[config.mk]
export PLATFORM = sky130hd
export DESIGN_NAME = mips_alu
export DESIGN_NICKNAME = d
export VERILOG_FILES = /design/src/rtl/alu_pkg.sv /design/src/rtl/mips_alu_addsub.sv /design/src/rtl/mips_alu.sv
export SDC_FILE = /design/constraint.sdc
export NUM_CORES = 1
export LEC_CHECK = 0
export CORE_AREA = 8 8 93 112
export CTS_BUF_LIST = sky130_fd_sc_hd__clkbuf_8
export DETAILED_ROUTE_END_ITERATION = 8
export DIE_AREA = 0 0 101 120
export PLACE_DENSITY = 0.8
export SYNTH_ARGS = -nofsm -noshare
export SYNTH_HDL_FRONTEND = slang
export SYNTH_SLANG_ARGS = --single-unit
[constraint.sdc]
create_clock -name clk -period 5.91 [get_ports clk]
set_input_delay 0.8865 -clock clk [delete_from_list [all_inputs] [get_ports clk]]
set_output_delay 0.8865 -clock clk [all_outputs]
set_load 0.01 [all_outputs]
[src/rtl/alu_pkg.sv]
// alu_pkg: shared ALU opcode encodings and default datapath width.
package alu_pkg;
    localparam int WIDTH_DEFAULT = 32;
    localparam logic [2:0] ALU_ADDU = 3'b000;
    localparam logic [2:0] ALU_ADD  = 3'b001;
    localparam logic [2:0] ALU_OR   = 3'b010;
    localparam logic [2:0] ALU_AND  = 3'b011;
    localparam logic [2:0] ALU_SUBU = 3'b100;
    localparam logic [2:0] ALU_SUB  = 3'b101;
    localparam logic [2:0] ALU_SLTU = 3'b110;
    localparam logic [2:0] ALU_SLT  = 3'b111;
endpackage

[src/rtl/mips_alu_addsub.sv]
// mips_alu_addsub: shared adder computing X+Y or X+~Y+1 with carry and signed overflow.
module mips_alu_addsub
    import alu_pkg::*;
#(
    parameter int WIDTH = WIDTH_DEFAULT
) (
    input  logic [WIDTH-1:0] X,
    input  logic [WIDTH-1:0] Y,
    input  logic             sub,
    output logic [WIDTH-1:0] sum,
    output logic             carry_out,
    output logic             signed_overflow
);
    logic [WIDTH-1:0] y_eff;
    assign y_eff = sub ? ~Y : Y;
    assign {carry_out, sum} = {1'b0, X} + {1'b0, y_eff} + {{WIDTH{1'b0}}, sub};
    // Overflow when both addends share a sign the sum does not; y_eff folds in the subtract case.
    assign signed_overflow = (X[WIDTH-1] == y_eff[WIDTH-1]) && (sum[WIDTH-1] != X[WIDTH-1]);
endmodule

[src/rtl/mips_alu.sv]
// mips_alu: registered 32-bit MIPS ALU with opcode mux, zero detect and valid qualifier.
module mips_alu
    import alu_pkg::*;
#(
    parameter int WIDTH = WIDTH_DEFAULT
) (
    input  logic             clk,
    input  logic             rst,
    input  logic             in_valid,
    input  logic [WIDTH-1:0] X,
    input  logic [WIDTH-1:0] Y,
    input  logic [2:0]       ALUctr,
    output logic [WIDTH-1:0] R,
    output logic             Overflow,
    output logic             Zero,
    output logic             out_valid
);
    logic [WIDTH-1:0] sum;
    logic [WIDTH-1:0] result;
    logic             carry_out;
    logic             ovf;
    logic             ovf_flag;

    mips_alu_addsub #(.WIDTH(WIDTH)) u_addsub (
        .X(X),
        .Y(Y),
        .sub(ALUctr[2]),
        .sum(sum),
        .carry_out(carry_out),
        .signed_overflow(ovf)
    );

    // Compares reuse the X-Y adder; signed less corrects the sign bit by overflow.
    always_comb begin
        result   = sum;
        ovf_flag = 1'b0;
        case (ALUctr)
            ALU_OR:   result = X | Y;
            ALU_AND:  result = X & Y;
            ALU_SLTU: result = {{(WIDTH-1){1'b0}}, ~carry_out};
            ALU_SLT:  result = {{(WIDTH-1){1'b0}}, sum[WIDTH-1] ^ ovf};
            ALU_ADD,
            ALU_SUB:  ovf_flag = ovf;
            default:  result = sum;
        endcase
    end

    always_ff @(posedge clk) begin
        if (rst) begin
            R         <= '0;
            Overflow  <= 1'b0;
            Zero      <= 1'b0;
            out_valid <= 1'b0;
        end else begin
            out_valid <= in_valid;
            if (in_valid) begin
                R        <= result;
                Overflow <= ovf_flag;
                Zero     <= (result == '0);
            end
        end
    end
endmodule

; Yosys cells after proc, flatten, opt, wreduce, memory -nomap -nowiden
; Cells that the tools add are included.
[totals]
ff_bits = 35
inputBits = 70
out_inout_bits = 35
word_cells = 25
[classes]
addsub = 2
eq_ne = 8
muxes = 3
bitwise_logic = 5
n_reduce_logical = 3
[op_table]
columns = op, count
row1 = 32-bit one-hot mux with 4 select lines, 1
row2 = 32-bit by 32-bit adder with 33-bit output, 1
row3 = 33-bit by 1-bit adder with 33-bit output, 1
row4 = 32-bit AND, 1
row5 = 32-bit logical NOT, 1
row6 = 32-bit 2-to-1 mux, 1
row7 = 32-bit inverter, 1
row8 = 32-bit OR, 1
row9 = "3-bit == test, second input constant", 3
row10 = "3-bit by 2-bit == test with 1-bit output, second input constant", 2
row11 = "3-bit by 1-bit == test with 1-bit output, second input constant", 1
row12 = 2-bit OR reduction, 1
row13 = 1-bit == test, 1
row14 = 1-bit logical AND, 1
row15 = 1-bit 2-to-1 mux, 1
row16 = 1-bit inequality test, 1
row17 = 1-bit inverter, 1
row18 = 1-bit XOR, 1

; Depth between registers and ports, before layout
; Gate-level depths: netlist of the first run.
[depth]
word_depth = 9
ltp_mapped = 16
mapped_depth_nobuf = 14

; Cells and area by module
; From an unflattened synthesis of the first run, not the netlist that was laid out.
[unflattened]
hier_cells = 533
area_unflattened_um2 = 4202.8
[by_module_without_submodules]
columns = mod, n_inst, cells_each, area_each_um2, seq_area_each_um2
row1 = mips_alu_addsub, 1, 309, 2174.6, 0.0
row2 = mips_alu, 1, 224, 2028.2, 700.7

; Worst setup path after synthesis of the first run
; No wires, ideal clock.
[synth_path]
path_type = input to register
start = in ALUctr[2]
end = reg Zero
setup_time_ns = 0.096
arrival_ns = 4.868
required_time_ns = 5.814
path_slack_ns = 0.946
path_stages = 15
path_buffers = 2
cell_sequence = clkbuf_1 clkbuf_1 xor2_1 ha_1 nor2b_1 o311a_4 o22ai_4 o31ai_4 a21oi_2 mux2_4 or4_1 or4_1 nor4_2 nand4_1 o41ai_2
[synth_between]
elab_chain_len = 8
word_cells_on_any_way = 14
classes_between = 2 x add/sub / 6 x eq/ne / 2 x mux / 2 x bitwise / 2 x reduce/logical
[synth_rtl]
columns = item, line
row1 = from (decl), mips_alu.sv:12  ; input logic [2:0] ALUctr,
row2 = 32-bit 2-to-1 mux, mips_alu_addsub.sv:15  ; assign y_eff = sub ? ~Y : Y;
row3 = 32-bit by 32-bit adder with 33-bit output, mips_alu_addsub.sv:16  ; assign {carry_out, sum} = {1'b0, X} + {1'b0, y_eff} + {{WIDTH{1'b0}}, sub};
row4 = 33-bit by 1-bit adder with 33-bit output, mips_alu_addsub.sv:16
row5 = 1-bit inequality test, mips_alu_addsub.sv:18  ; assign signed_overflow = (X[WIDTH-1] == y_eff[WIDTH-1]) && (sum[WIDTH-1] != X[WIDTH-1]);
row6 = 1-bit logical AND, mips_alu_addsub.sv:18
row7 = 1-bit XOR, mips_alu.sv:41  ; ALU_SLT: result = {{(WIDTH-1){1'b0}}, sum[WIDTH-1] ^ ovf};
row8 = 32-bit one-hot mux with 4 select lines *, mips_alu.sv:37  ; case (ALUctr)
row9 = 32-bit logical NOT *, mips_alu.sv:59  ; Zero <= (result == '0);
row10 = to (signal assigned), mips_alu.sv:59
row11 = to (decl), mips_alu.sv:15  ; output logic Zero,
; Mark *: on every way between the ends. The rest lies on a longest branch, timed or not.
; A chain may end at the register's enable or synchronous reset.

; Final worst setup path of the first run
[layout_path]
start = in Y[0]
end = reg Zero
[layout_between]
elab_chain_len = 9
word_cells_on_any_way = 12
classes_between = 2 x add/sub / 1 x eq/ne / 2 x mux / 5 x bitwise / 2 x reduce/logical
[layout_rtl]
columns = item, line
row1 = from (decl), mips_alu.sv:11  ; input logic [WIDTH-1:0] Y,
row2 = 32-bit inverter, mips_alu_addsub.sv:15
row3 = 32-bit 2-to-1 mux, mips_alu_addsub.sv:15
row4 = 32-bit by 32-bit adder with 33-bit output, mips_alu_addsub.sv:16
row5 = 33-bit by 1-bit adder with 33-bit output, mips_alu_addsub.sv:16
row6 = 1-bit inequality test, mips_alu_addsub.sv:18
row7 = 1-bit logical AND, mips_alu_addsub.sv:18
row8 = 1-bit XOR, mips_alu.sv:41
row9 = 32-bit one-hot mux with 4 select lines *, mips_alu.sv:37
row10 = 32-bit logical NOT *, mips_alu.sv:59
; Marks and branches as above.

==> metrics.md, run 1 <==
| Metric | Value |
|---|---|
| Final #Nets | 741 |
| Layout cell share with drive strength beyond 1 | 5.79% |
| IO buf count | 104 |
| Worst slew pin tran | 882 ps |
| Clk root buf | clkbuf_8 |
| Crit Path Class | input port to flop |
| Num rows | 38 |
| Final worst-path cycle share | 81.0% |
| Unrepaired setup endpoints after global routing | false |
| Routability cong. | 0.938 |
| Worst-path clk slew | 70 ps |
| Drt pass-1 iters | 5 |
| Area leader, netlist | dfxtp_1 |
| Post-Syn Area per Cell | 7.61 um2 |
| DRC viols | 0 |
| Max incr delay on CP | 590 ps |
| Resize count post-CTS | 0 |
| First-pass GRT wire length | 23300 um |
| Die height | 120 um |
| Vias in the first global route | 4620 |
| Largest net degree at the start of global routing | 47 |
| Worst rel slew slack | 41.2% |
| Mapped Cells | 555 |
| Fin crit period | 4790 ps |
| Total grt overflow | 0 |
| P per Cell Area | 193 mW/mm2 |
| Area Growth Syn to Fin | 28.3% |
| CTS Sinks | 35 |
| Commonest non-fill, non-tap cell in the layout | clkdlybuf4s50_1 |
| Clock Skew | 0 ps |
| FF+latch area | 701 um2 |
| WP data required | 6100 ps |
| Initial antenna violation count | 0 |
| Number of H-tree levels | 2 |
| Main synth FF type | dfxtp_1 |
| CP Max Fanout | 5 |
| Drt via density | 6.05 |
| Crit path top cell by count | or4_1 |
| Placed Cells incl. Taps | 751 |
| Die area | 0.0121 mm2 |
| IO Pins | 105 |
| Total track usage | 23.5% |
| Drt wl/cell | 18.7 um |
| Maximum VDD drop | 73.0 uV |
| Dpl hpwl | 11600 um |
| Register bit total from synthesis | 35 |
| Hold Path Class | flop to flop |
| Via Count | 4592 |
| CTS buffer count | 5 |
| Antenna-violating nets left | 0 |
| Final instance area | 0.00542 mm2 |
| Initial DRC count | 239 |
| Final setup violation count | 0 |
| Area occupied by multi-input gates | 0.00335 mm2 |
| Synthesized net count | 658 |
| N_diodes | 0 |
| Lkg Pwr | 2.15 nW |
| Final hold violations | 0 |
| Clock tree buffer depth | 2 |
| TritonCTS clock tree | built |
| Seq/Total Area, Yosys | 16.6% |
| Crit path cell chain | clkdlybuf4s50_1, mux2i_2, fa_1, nor2b_1, o311a_4, o22ai_4, o31ai_4, a21oi_2, mux2_4, or4_1, or4_1, nor4_2, nand4_1, o41ai_2 |
| Max frequency | 209 MHz |
| Synth top area share | 16.6% |
| Worst endpoint data arrival time | 4980 ps |
| Core area | 0.00875 mm2 |
| Outcome | finished clean |
| CP Buf/Inv Count | 1 |
| Initial Utilization | 48.3% |
| Min Hold Slack | 468 ps |
| Synth warn | 0 |
| Cell Count, Final, Fillers Out | 759 |
| Hold buffer count at CTS | 0 |
| Post-Route WL | 14200 um |
| Setup Buffers After CTS | 0 |
| Worst slack, placed | 845 ps |
| PnR worst setup slack | 1120 ps |
| CP max stage cell | or4_1 |
| Worst Setup End Kind | flop |
| Post-Route Utilization | 61.9% |
| Area after DPL | 0.00534 mm2 |
| FFs w/ async S/R, synth | 0% |
| Final slew viol count | 0 |
| Top area cells in the synthesized netlist | dfxtp_1 17%, ha_1 9.5%, xor2_1 8.5% |
| Startpoint Class | input port |
| Maxcap violations | 0 |
| Top delay family on crit path | simple AND/OR/NAND/NOR gates |
| Cell area after synthesis | 0.00423 mm2 |
| Die width | 101 um |
| EDFF count, synth | 0 |
| Most frequent cells in the layout | 103 x clkdlybuf4s50_1, 57 x nand2_1, 52 x nor2_1, 42 x a21oi_1, 41 x xor2_1 |
| Power Total | 1.04 mW |
| Yosys cell types | 70 |
| Layout fillers | 832 |
| Setup Total Neg Slack | 0 ps |
| Clock Latency Late Sink | 290 ps |
kinds of logic after synthesis:
| logic type | synth area share, % |
|---|---|
| AOI/OAI and AO/OA | 29.3 |
| xor gates and xnor gates | 11.8 |
| muxes | 2.58 |
| adders and majority gates | 16.6 |
| and+or+nand+nor | 18.9 |
| DFF | 16.6 |
| buffers and inverters | 4.29 |
routing by layer:
layer	wire length [um]	GRT usage (%)
met1	6160	30.3
met2	6860	39.3
met3	852	2.20
met4	303	8.96
met5	0	0
power by group:
group / total, mW / leakage, nW / switching (mW) / internal (mW)
Combinational: 0.613 / 1.81 / 0.340 / 0.273
Sequential: 0.268 / 0.289 / 0.0106 / 0.257
Clock: 0.162 / 0.0505 / 0.0833 / 0.0791
registers in the layout, indices dropped and copies added, names as in the netlist:
signal and flops:
Zero 1, R 32, out_valid 1, Overflow 1
cell usage after synthesis, drive strengths merged, types with 4 or more instances:
cell type	n
o21bai	4
a21oi	43
xnor2	16
maj3	28
a21o	13
inv	11
xor2	41
dfxtp	35
nor3	8
nor2	53
nand4	13
buf	5
o21a	9
o211a	5
ha	32
nand3	6
mux2i	9
nor2b	4
a22o	6
nand2	57
clkbuf	31
o21ai	36
or2	4
a211oi	16
a22oi	8
final timing paths:
| kind | from | to | slack, ps | depth (start not counted) |
|---|---|---|---|---|
| hold / removal | R[15] | R[15] | 470 | 2 |
| hold reg to reg | R[15] | R[15] | 470 | 2 |
| setup reg to reg | R[26] | R[26] | 5100 | 2 |
| setup / recovery | Y[0] | Zero | 1120 | 14 |
area by class of cell:
| cell class | count | area share [%] |
|---|---|---|
| multi-input cells | 472 | 61.7 |
| repair buffers | 112 | 20.2 |
| flip-flops and latches | 35 | 12.9 |
| well taps | 120 | 2.77 |
| clock buffers | 5 | 1.27 |
| inverters | 12 | 0.831 |
| clock inverters | 3 | 0.231 |
worst reg2reg max path, stage by stage, from the launching register on:
cell and delay [ps]:
dfxtp_1 310, or2_2 260, o211a_1 130
Note: power is estimated with default switching activity, not from simulation.
==> inputs of run 2 (changes only) <==
==> constraint.sdc (replaced) <==
create_clock -name clk -period 4.7 [get_ports clk]
set_input_delay 0.705 -clock clk [delete_from_list [all_inputs] [get_ports clk]]
set_output_delay 0.705 -clock clk [all_outputs]
set_load 0.01 [all_outputs]
==> metrics.md, run 2 (synthesis gave the netlist of run 1 again) <==
| Metric | Value |
|---|---|
| Placed Cells incl. Taps | 786 |
| Initial DRC count | 205 |
| Routability cong. | 0.998 |
| Worst endpoint data arrival time | 4720 ps |
| IO Pins | 105 |
| Total grt overflow | 0 |
| Area Growth Syn to Fin | 35.2% |
| CP max stage cell | or4_4 |
| Unrepaired setup endpoints after global routing | false |
| Max frequency | 221 MHz |
| CP Buf/Inv Count | 1 |
| P per Cell Area | 241 mW/mm2 |
| IO buf count | 104 |
| Startpoint Class | input port |
| Post-Route WL | 14500 um |
| Total track usage | 23.8% |
| Core area | 0.00875 mm2 |
| Layout fillers | 784 |
| Commonest non-fill, non-tap cell in the layout | clkdlybuf4s50_1 |
| Via Count | 4706 |
| Crit Path Class | input port to flop |
| Dpl hpwl | 12000 um |
| DRC viols | 0 |
| Initial Utilization | 48.3% |
| Worst Setup End Kind | flop |
| Final hold violations | 0 |
| Layout cell share with drive strength beyond 1 | 11.9% |
| First-pass GRT wire length | 23500 um |
| Clock Skew | 0 ps |
| Largest net degree at the start of global routing | 47 |
| WP data required | 4900 ps |
| Die area | 0.0121 mm2 |
| Drt via density | 5.93 |
| Outcome | finished clean |
| Num rows | 38 |
| Final worst-path cycle share | 96.2% |
| Fin crit period | 4520 ps |
| CTS buffer count | 5 |
| CTS Sinks | 35 |
| Final slew viol count | 0 |
| Worst slew pin tran | 668 ps |
| Final setup violation count | 0 |
| Drt pass-1 iters | 5 |
| Worst rel slew slack | 54.9% |
| Top delay family on crit path | simple AND/OR/NAND/NOR gates |
| Post-Route Utilization | 65.3% |
| Crit path cell chain | clkdlybuf4s50_1, xor2_1, ha_1, nor2b_2, o311a_4, o22ai_4, o31ai_4, a21oi_2, mux2_4, or4_1, or4_4, nor4_2, nand4_1, o41ai_2 |
| Lkg Pwr | 2.34 nW |
| Clock tree buffer depth | 2 |
| Max incr delay on CP | 570 ps |
| Cell Count, Final, Fillers Out | 794 |
| Clock Latency Late Sink | 290 ps |
| Hold Path Class | flop to flop |
| Setup Buffers After CTS | 0 |
| Largest reg by FF count | R |
| Worst slack, placed | -197 ps |
| Worst-path clk slew | 70 ps |
| Maxcap violations | 0 |
| Most frequent cells in the layout | 101 x clkdlybuf4s50_1, 57 x nand2_1, 52 x nor2_1, 43 x buf_4, 41 x a21oi_1 |
| Initial antenna violation count | 0 |
| PnR worst setup slack | 180 ps |
| Clk root buf | clkbuf_8 |
| Hold buffer count at CTS | 0 |
| Die height | 120 um |
| Maximum VDD drop | 130 uV |
| TritonCTS clock tree | built |
| Die width | 101 um |
| N_diodes | 0 |
| Drt wl/cell | 18.3 um |
| Max reg flops | 32 |
| Number of H-tree levels | 2 |
| Final #Nets | 776 |
| CP Max Fanout | 5 |
| Antenna-violating nets left | 0 |
| Vias in the first global route | 4778 |
==> run 2: cell count changes in the layout (fill, tap and decap cells not counted), sizes merged <==
cell,previous run,this run
dlymetal6s2s,0,2
clkdlybuf4s50,103,101
buf,9,44
clkinv,2,4
inv,13,11
==> run 2: metrics by stage <==
stage | instance area, um2 | power, mW | setup TNS, ps | hold slack (ps)
3_3_place_gp | 5600 | 1.15 | -71.9 | 451
6_report | 5710 | 1.38 | 0 | 465
5_1_grt | 5710 | 1.47 | 0 | 481
3_5_place_dp | 5600 | 1.16 | -197 | 455
4_1_cts | 5680 | 1.37 | 0 | 466
2_1_floorplan | 4230 | 0.838 | 0 | 486
==> run 2: worst paths after layout <==
kind,start,endpoint,slack [ps],depth (start not counted)
max,Y[2],Zero,180,14
min,Overflow,Overflow,460,2
min reg2reg,Overflow,Overflow,460,2
max reg2reg,R[26],R[26],3890,2
==> run 2: per-layer routing <==
layer | part of all wire, % | GRT usage [%] | vias up
met3 | 5.5 | 2.14 | 41
li1 | - | - | 2274
met5 | 0 | 0 | -
met4 | 3.7 | 11.9 | 0
met1 | 44 | 30.0 | 2201
met2 | 47 | 39.5 | 190
==> run 2: cell type report <==
type | count | area [um2] | area share [%]
multi-input cells | 472 | 3370 | 59.0
flip-flops and latches | 35 | 701 | 12.3
repair buffers | 147 | 1360 | 23.9
inverters | 12 | 45.0 | 0.788
clock buffers | 5 | 68.8 | 1.20
clock inverters | 3 | 15.0 | 0.263
well taps | 120 | 150 | 2.63
==> run 2: where the power goes <==
part | total (mW) | internal (mW) | switching (mW)
sequential | 0.337 | 0.323 | 0.0136
combinational | 0.833 | 0.390 | 0.443
clock | 0.208 | 0.101 | 0.107
==> run 2: worst reg2reg max path, cell delays in order, from the launching register on <==
cell,delay (ps)
dfxtp_1,320
or2_2,260
o211a_1,130
==> run 2: repair_timing <==
action | CTS | global route
resized for setup | 0 | 10
endpoints found under the setup margin | 0 | 1
endpoints found under the hold margin | 0 | 0
